**config.mk**
```make
export PLATFORM = sky130hd
export DESIGN_NAME = pc_sequencer
export DESIGN_NICKNAME = d
export VERILOG_FILES = /design/src/rtl/pc_sequencer.sv
export SDC_FILE = /design/constraint.sdc
export NUM_CORES = 1
export LEC_CHECK = 0
export CORE_ASPECT_RATIO = 0.8
export CORE_MARGIN = 2
export CORE_UTILIZATION = 45
export CTS_CLUSTER_DIAMETER = 100
export DETAILED_ROUTE_END_ITERATION = 7
export GPL_ROUTABILITY_DRIVEN = 1
export GPL_TIMING_DRIVEN = 0
export MAX_ROUTING_LAYER = met4
export PLACE_DENSITY = 0.86
export SLEW_MARGIN = 20
export SYNTH_ARGS = -nofsm -noshare
export SYNTH_HDL_FRONTEND = slang
export SYNTH_SLANG_ARGS = --single-unit
```
**constraint.sdc**
```tcl
create_clock -name clk -period 6.8 [get_ports clk]
set_clock_uncertainty 0.05 [all_clocks]
set_input_delay 1.02 -clock clk [delete_from_list [all_inputs] [get_ports clk]]
set_output_delay 1.02 -clock clk [all_outputs]
set_load 0.1 [all_outputs]
```
**src/rtl/pc_sequencer.sv**
```systemverilog
// Program-counter sequencer: holds the PC, chooses step/branch/jump successors and offers the PC
// to fetch over valid/ready. Optional alignment trap enabled with macro PC_ALIGN_TRAP_EN.
module pc_sequencer #(
    parameter int unsigned      WIDTH        = 32,
    parameter int unsigned      STEP         = 4,
    parameter logic [WIDTH-1:0] RESET_VECTOR = '0,
    parameter int unsigned      CNT_WIDTH    = 16
) (
    input  logic                 clk,
    input  logic                 rst_n,
    input  logic                 pc_ready,
    input  logic                 branch_taken,
    input  logic [WIDTH-1:0]     branch_target,
    input  logic                 jump,
    input  logic [WIDTH-1:0]     jump_target,
    input  logic                 halt,
    input  logic                 resume,
    output logic [WIDTH-1:0]     pc,
    output logic [WIDTH-1:0]     pc_plus_step,
    output logic                 pc_valid,
    output logic                 halted,
    output logic [CNT_WIDTH-1:0] fetch_count
`ifdef PC_ALIGN_TRAP_EN
    ,
    output logic                 trap
`endif
);

    typedef enum logic [1:0] {
        ST_BOOT = 2'd0,
        ST_RUN  = 2'd1,
        ST_HALT = 2'd2
`ifdef PC_ALIGN_TRAP_EN
        ,
        ST_TRAP = 2'd3
`endif
    } state_t;

    state_t           state, state_next;
    logic [WIDTH-1:0] pc_next;
    logic [WIDTH-1:0] target;
    logic             redirect;
    logic             fire;

    // Counter sticks at all-ones instead of wrapping.
    function automatic logic [CNT_WIDTH-1:0] sat_inc(input logic [CNT_WIDTH-1:0] v);
        return (&v) ? v : v + CNT_WIDTH'(1);
    endfunction

    assign pc_plus_step = pc + WIDTH'(STEP);
    assign redirect     = jump | branch_taken;
    assign target       = jump ? jump_target : branch_target;
    assign fire         = pc_valid & pc_ready;

`ifdef PC_ALIGN_TRAP_EN
    logic misalign;
    assign misalign = redirect & (target[1:0] != 2'b00);
`endif

    always_ff @(posedge clk or negedge rst_n) begin
        if (!rst_n) state <= ST_BOOT;
        else        state <= state_next;
    end

    always_comb begin
        state_next = state;
        case (state)
            ST_BOOT: state_next = ST_RUN;
            ST_RUN: begin
`ifdef PC_ALIGN_TRAP_EN
                if (misalign) state_next = ST_TRAP;
                else
`endif
                if (halt) state_next = ST_HALT;
            end
            // Halt wins when both halt and resume are asserted.
            ST_HALT: if (resume && !halt) state_next = ST_RUN;
            default: state_next = state;
        endcase
    end

    always_comb begin
        pc_valid = (state == ST_RUN);
        halted   = (state == ST_HALT);
`ifdef PC_ALIGN_TRAP_EN
        trap     = (state == ST_TRAP);
`endif
    end

    // Redirects flush regardless of pc_ready; the halt edge still takes its successor.
    always_comb begin
        pc_next = pc;
        if (state == ST_RUN) begin
            if (redirect)  pc_next = target;
            else if (fire) pc_next = pc_plus_step;
        end
    end

    always_ff @(posedge clk or negedge rst_n) begin
        if (!rst_n) begin
            pc          <= RESET_VECTOR;
            fetch_count <= '0;
        end else begin
            pc <= pc_next;
            if (fire) fetch_count <= sat_inc(fetch_count);
        end
    end

endmodule

```
==> results of run 1 <==
## kinds of logic after synthesis
logic type | after synthesis
AND/OR/NAND/NOR | 141
XOR/XNOR | 41
multiplexers | 4
adder cells (fa/ha/maj) | 2
buffers and inverters | 40
AO/OA/AOI/OAI | 123
flip-flops | 50
## metal layers
metal  global-route usage  up-vias
met3               0.0732       30
li1                     -     1786
met2                0.452      271
met4               0.0878        0
met1                0.408     1868
met5                    -        -
## layout make-up
class | instances | area, um^2
sequential | 50 | 1250
tap | 90 | 113
multi-input combinational | 311 | 1960
clock buffer | 5 | 68.8
fill | 580 | 2200
buffer | 24 | 105
inverter | 16 | 60.1
clock inverter | 3 | 45.0
timing repair buffer | 152 | 1520
## through the flow
| step | hold WS (ns) | std cells | worst slack, ns |
|---|---|---|---|
| 3_3_place_gp | 0.426 | 643 | 2.44 |
| 5_1_grt | 0.474 | 651 | 1.91 |
| 2_1_floorplan | 0.468 | 401 | 1.72 |
| 4_1_cts | 0.446 | 651 | 2.10 |
| 6_report | 0.441 | 651 | 1.98 |
| 3_5_place_dp | 0.428 | 643 | 2.46 |
## path summary, 6_finish.rpt
| kind | endpoint | depth (start not counted) |
|---|---|---|
| worst max-delay path | pc_plus_step[31] | 6 |
| worst min-delay path | fetch_count[14] | 1 |
| worst max register to register | pc[31] | 6 |
| worst min register to register | fetch_count[14] | 1 |
| max in group asynchronous | pc[12] | 1 |
| min in group asynchronous | fetch_count[14] | 1 |
## critical path: cells and delay by family, from the launching register on
kind | cells | cell delay, ns
buf+inv | 2 | 1.35
flops | 1 | 0.37
xor+xnor | 1 | 0.23
simple gates | 3 | 1.49
## placed cells by master (no fill, tap or decap), drive strengths merged, types with 3 or more instances in the layout
cell	count
nor2	32
and2	3
nor3	14
nand2	28
a21oi	25
a22o	7
inv	16
clkdlybuf4s50	151
and4	4
or2	3
a22oi	13
and3	6
xnor2	23
mux2i	4
a222oi	3
o31a	4
or3	3
clkbuf	23
o21a	5
nor4	5
buf	7
o211ai	3
xor2	18
nand4	11
o22ai	8
o2bb2ai	9
o21ai	30
nor2b	5
a31oi	6
nand3	23
dfrtp	50
## state kept, by name, indices dropped and copies added, names as in the netlist
signal / flops
pc: 32
state: 2
fetch_count: 16
==> run metrics, run 1 <==
status completed; Yosys cell types 49; # rows 28; largest cells by area after synthesis dfrtp_1 37%, xnor2_1 6.0%, xor2_1 4.7%; R2R Path Start pc[5]; # IOs 153; Util after Layout 0.700; Synth top cells by count 50 x dfrtp_1, 32 x nor2_1, 29 x o21ai_0, 28 x nand2_1, 25 x a21oi_1; largest family of logic cells by synthesized area compound AO/OA/AOI/OAI gates; WL met2 5470 um; Initial Util 0.462; critical path required time 5.73 ns; Synth Net Count 474; antenna fix cells 0; CTS tree yes; routability congestion estimate 0.910; Vias 3,955; GRT Overall Usage 0.301; chip width 101 um; Synth area leader dfrtp_1; RSZ-0062 raised after global routing false; mux contribution to synthesized area 0.0118; clk_lat worst skew 0.31 ns; EDFF count, synth 0; Hold Path Origin fetch_count[14]; register area share after synthesis 0.370; M1 WL 4930 um; data arrival time of the worst path 3.75 ns; CP Launch Point pc[5]; Final Hold Fails 0; largest net degree at the start of global routing 51; ANT nets after route 0; Yosys warning total 0; Yosys top cell area share 0.370; top sig layer met4; Mapped Avg Cell Area 8.43 um^2; post-cts sizing count 0; asr flop ratio synth 1.00; total gr overflow 0; Synth Area in Compound Gates 0.240; TNS Setup 0 ns; Worst Path Max Fanout 8; share of cells above drive strength 1 0.0410; port bufs 152; Simple-Gate Fraction of Synth Area 0.215; Crit path largest cell delay 1.16 ns; count of pins over their slew limit 0; routed len/inst 18.7 um; Mapped Cells 401; adder-cell share of the synthesized area 0.00740; Final #Nets 633; crit path kind register to output port; First-pass DRT Iterations 6; CP max-delay cell clkdlybuf4s50_1; H-tree levels 2; first-pass GRT wire length 18,700 um; Tmin final 4.82 ns; Finish-stage setup viols 0; antenna violations before repair 0; Vias/cell 6.08; maxcap violations 0; flops & latches, synth 50; CTS Root Cell clkbuf_8; Layout area overhead 51.6%; Syn Std Cell Area 3380 um^2; Post-DP HPWL 9120 um; # Post-CTS Setup Buffers 0; Die Ht 81.5 um; crit path cell chain buf_2 -> nand4_1 -> nor4_1 -> nand3_1 -> xnor2_1 -> clkdlybuf4s50_1; CTS Sinks 50; final WL 12,200 um; XOR/XNOR Fraction of Synth Area 0.106; routed wl met3 1470 um; worst hold path class register to register; crit path launch type register; CTS Buf Count 5; clk buf depth 2; Max Clk Rate 207 MHz; Crit. End Element output port; max_slew headroom 0.296; DP Area 5010 um^2; area of the core 7320 um^2; Initial DRC Count 351; period utilization 0.709; die area 8220 um^2; CTS clock-pin slew for the worst setup and hold paths 0.10 ns; count leader, synth dfrtp_1; Worst R2R Setup Slack 4.16 ns; vias in the first global route 3,687; Slew @ Worst Pin 1.05 ns; # DRC 0; top_reg_cell synth dfrtp_1; final instance area 5120 um^2; Hold Buf Count CTS 0
Power of run 1 is not shown: default switching activity piles up to over one toggle a cycle in this logic, so the estimate is an artifact.
==> inputs of run 2 (changes only) <==
Settings changed: CORE_UTILIZATION 45 to 42, PLACE_DENSITY 0.86 to 0.81.
Clock period 6.8 ns to 4.7 ns, I/O delays scaled along.
==> run 2 against run 1 <==
Effect of this change: largest cell class unchanged; non-clock buffer count stayed put; critical path depth unchanged; register-to-register slack got worse by 2.1 ns; global-route usage fell by 2.1 points; core utilization decreased by 4.8 points; setup slack lost 1.8 ns; sequential share of layout area is essentially flat.
==> run metrics, run 2 (synthesized netlist as in run 1, its figures left out) <==
crit path launch type register; CTS Buf Count 5; # rows 29; max_slew headroom 0.318; port bufs 152; # DRC 0; count of pins over their slew limit 0; H-tree levels 2; CP bufs+invs 2; Worst R2R Setup Slack 2.04 ns; max reg flops 32; data arrival time of the worst path 3.72 ns; Layout area overhead 51.9%; largest net degree at the start of global routing 51; First-pass DRT Iterations 6; TNS Setup 0 ns; Vias 3,944; CTS Sinks 50; antenna fix cells 0; vias in the first global route 3,844; RSZ-0062 raised after global routing false; global route hottest layer met2; crit path kind register to output port; CTS clock-pin slew for the worst setup and hold paths 0.09 ns; Die Ht 84.2 um; maxcap violations 0; biggest regs pc: 32 flops, fetch_count: 16 flops, state: 2 flops; clk buf depth 2; CTS Root Cell clkbuf_8; met3 Resource Use GR 0.0443; Worst Path Max Fanout 8; status completed; CTS tree yes; CP Launch Point pc[5]; Final Hold Fails 0; commonest non-fill, non-tap cell in the layout clkdlybuf4s50_1; grt met1 use 0.378; Crit path largest cell delay 1.15 ns; first-pass GRT wire length 19,300 um; routability congestion estimate 0.971; total gr overflow 0; critical path required time 3.94 ns; CP max-delay cell clkdlybuf4s50_1; chip width 104 um; Finish-stage setup viols 0; Hold Buf Count CTS 0; # Post-CTS Setup Buffers 0; # IOs 153; period utilization 0.953; Tmin final 4.48 ns; R2R Path Start pc[5]; R2R cell count 6; routed len/inst 18.2 um; Filler cells 657; Vias/cell 5.90; most frequent cells in the layout 150 x clkdlybuf4s50_1, 50 x dfrtp_1, 32 x nor2_1; die area 8780 um^2; GRT Overall Usage 0.280; CP top delay family simple AND/OR/NAND/NOR gates; Slew @ Worst Pin 1.02 ns; post-cts sizing count 0; Top reg by flops pc; antenna violations before repair 0; routing usage on met2 0.427; worst reg2reg endpoint pc[31]; Post-DP HPWL 9140 um; final WL 12,200 um; ANT nets after route 0; Max Clk Rate 223 MHz; Final #Nets 633; area of the core 7870 um^2; Fin Hold WS 0.377 ns; Initial Util 0.429; Initial DRC Count 325; clk_lat worst skew 0.31 ns; crit path cell chain buf_2 -> nand4_1 -> nor4_1 -> nand2_1 -> xnor2_1 -> clkdlybuf4s50_1; worst hold path class primary input to asynchronous set/reset pin; share of cells above drive strength 1 0.0410; Crit. End Element output port
-- run 2: stage by stage --
step | instances | area (um^2) | setup WS (ns) | utilization
after CTS | 669 | 5130 | 0.285 | 0.652
after detailed placement | 661 | 5040 | 0.626 | 0.640
final | 669 | 5130 | 0.221 | 0.652
after global placement | 661 | 5040 | 0.631 | 0.641
after global routing | 669 | 5130 | 0.0226 | 0.652
after floorplan | 401 | 3390 | 0.108 | -
-- run 2: per-layer routing --
metal / up-vias / share of wire
li1: 1784 / -
met1: 1881 / 0.42
met2: 246 / 0.45
met3: 33 / 0.098
met4: 0 / 0.030
met5: - / 0
-- run 2: layout make-up --
class,instances,area [um^2],share of cell area
Buffer,24,105,0.0205
Clock inverter,1,5.00,0.000975
Multi-Input combinational cell,311,1970,0.384
Tap cell,108,135,0.0263
Timing Repair Buffer,152,1520,0.296
Sequential cell,50,1250,0.244
Inverter,16,60.1,0.0117
Clock buffer,7,86.3,0.0168
-- run 2: worst max-delay path by stage --
stage,endpoint,depth (start not counted)
finish,pc_plus_step[19],6
global route,pc_plus_step[19],6
CTS,pc_plus_step[31],6
detailed placement,pc_plus_step[31],6
global placement,pc_plus_step[31],6
floorplan,pc_plus_step[31],5
Power of run 2 is left out for the same reason.
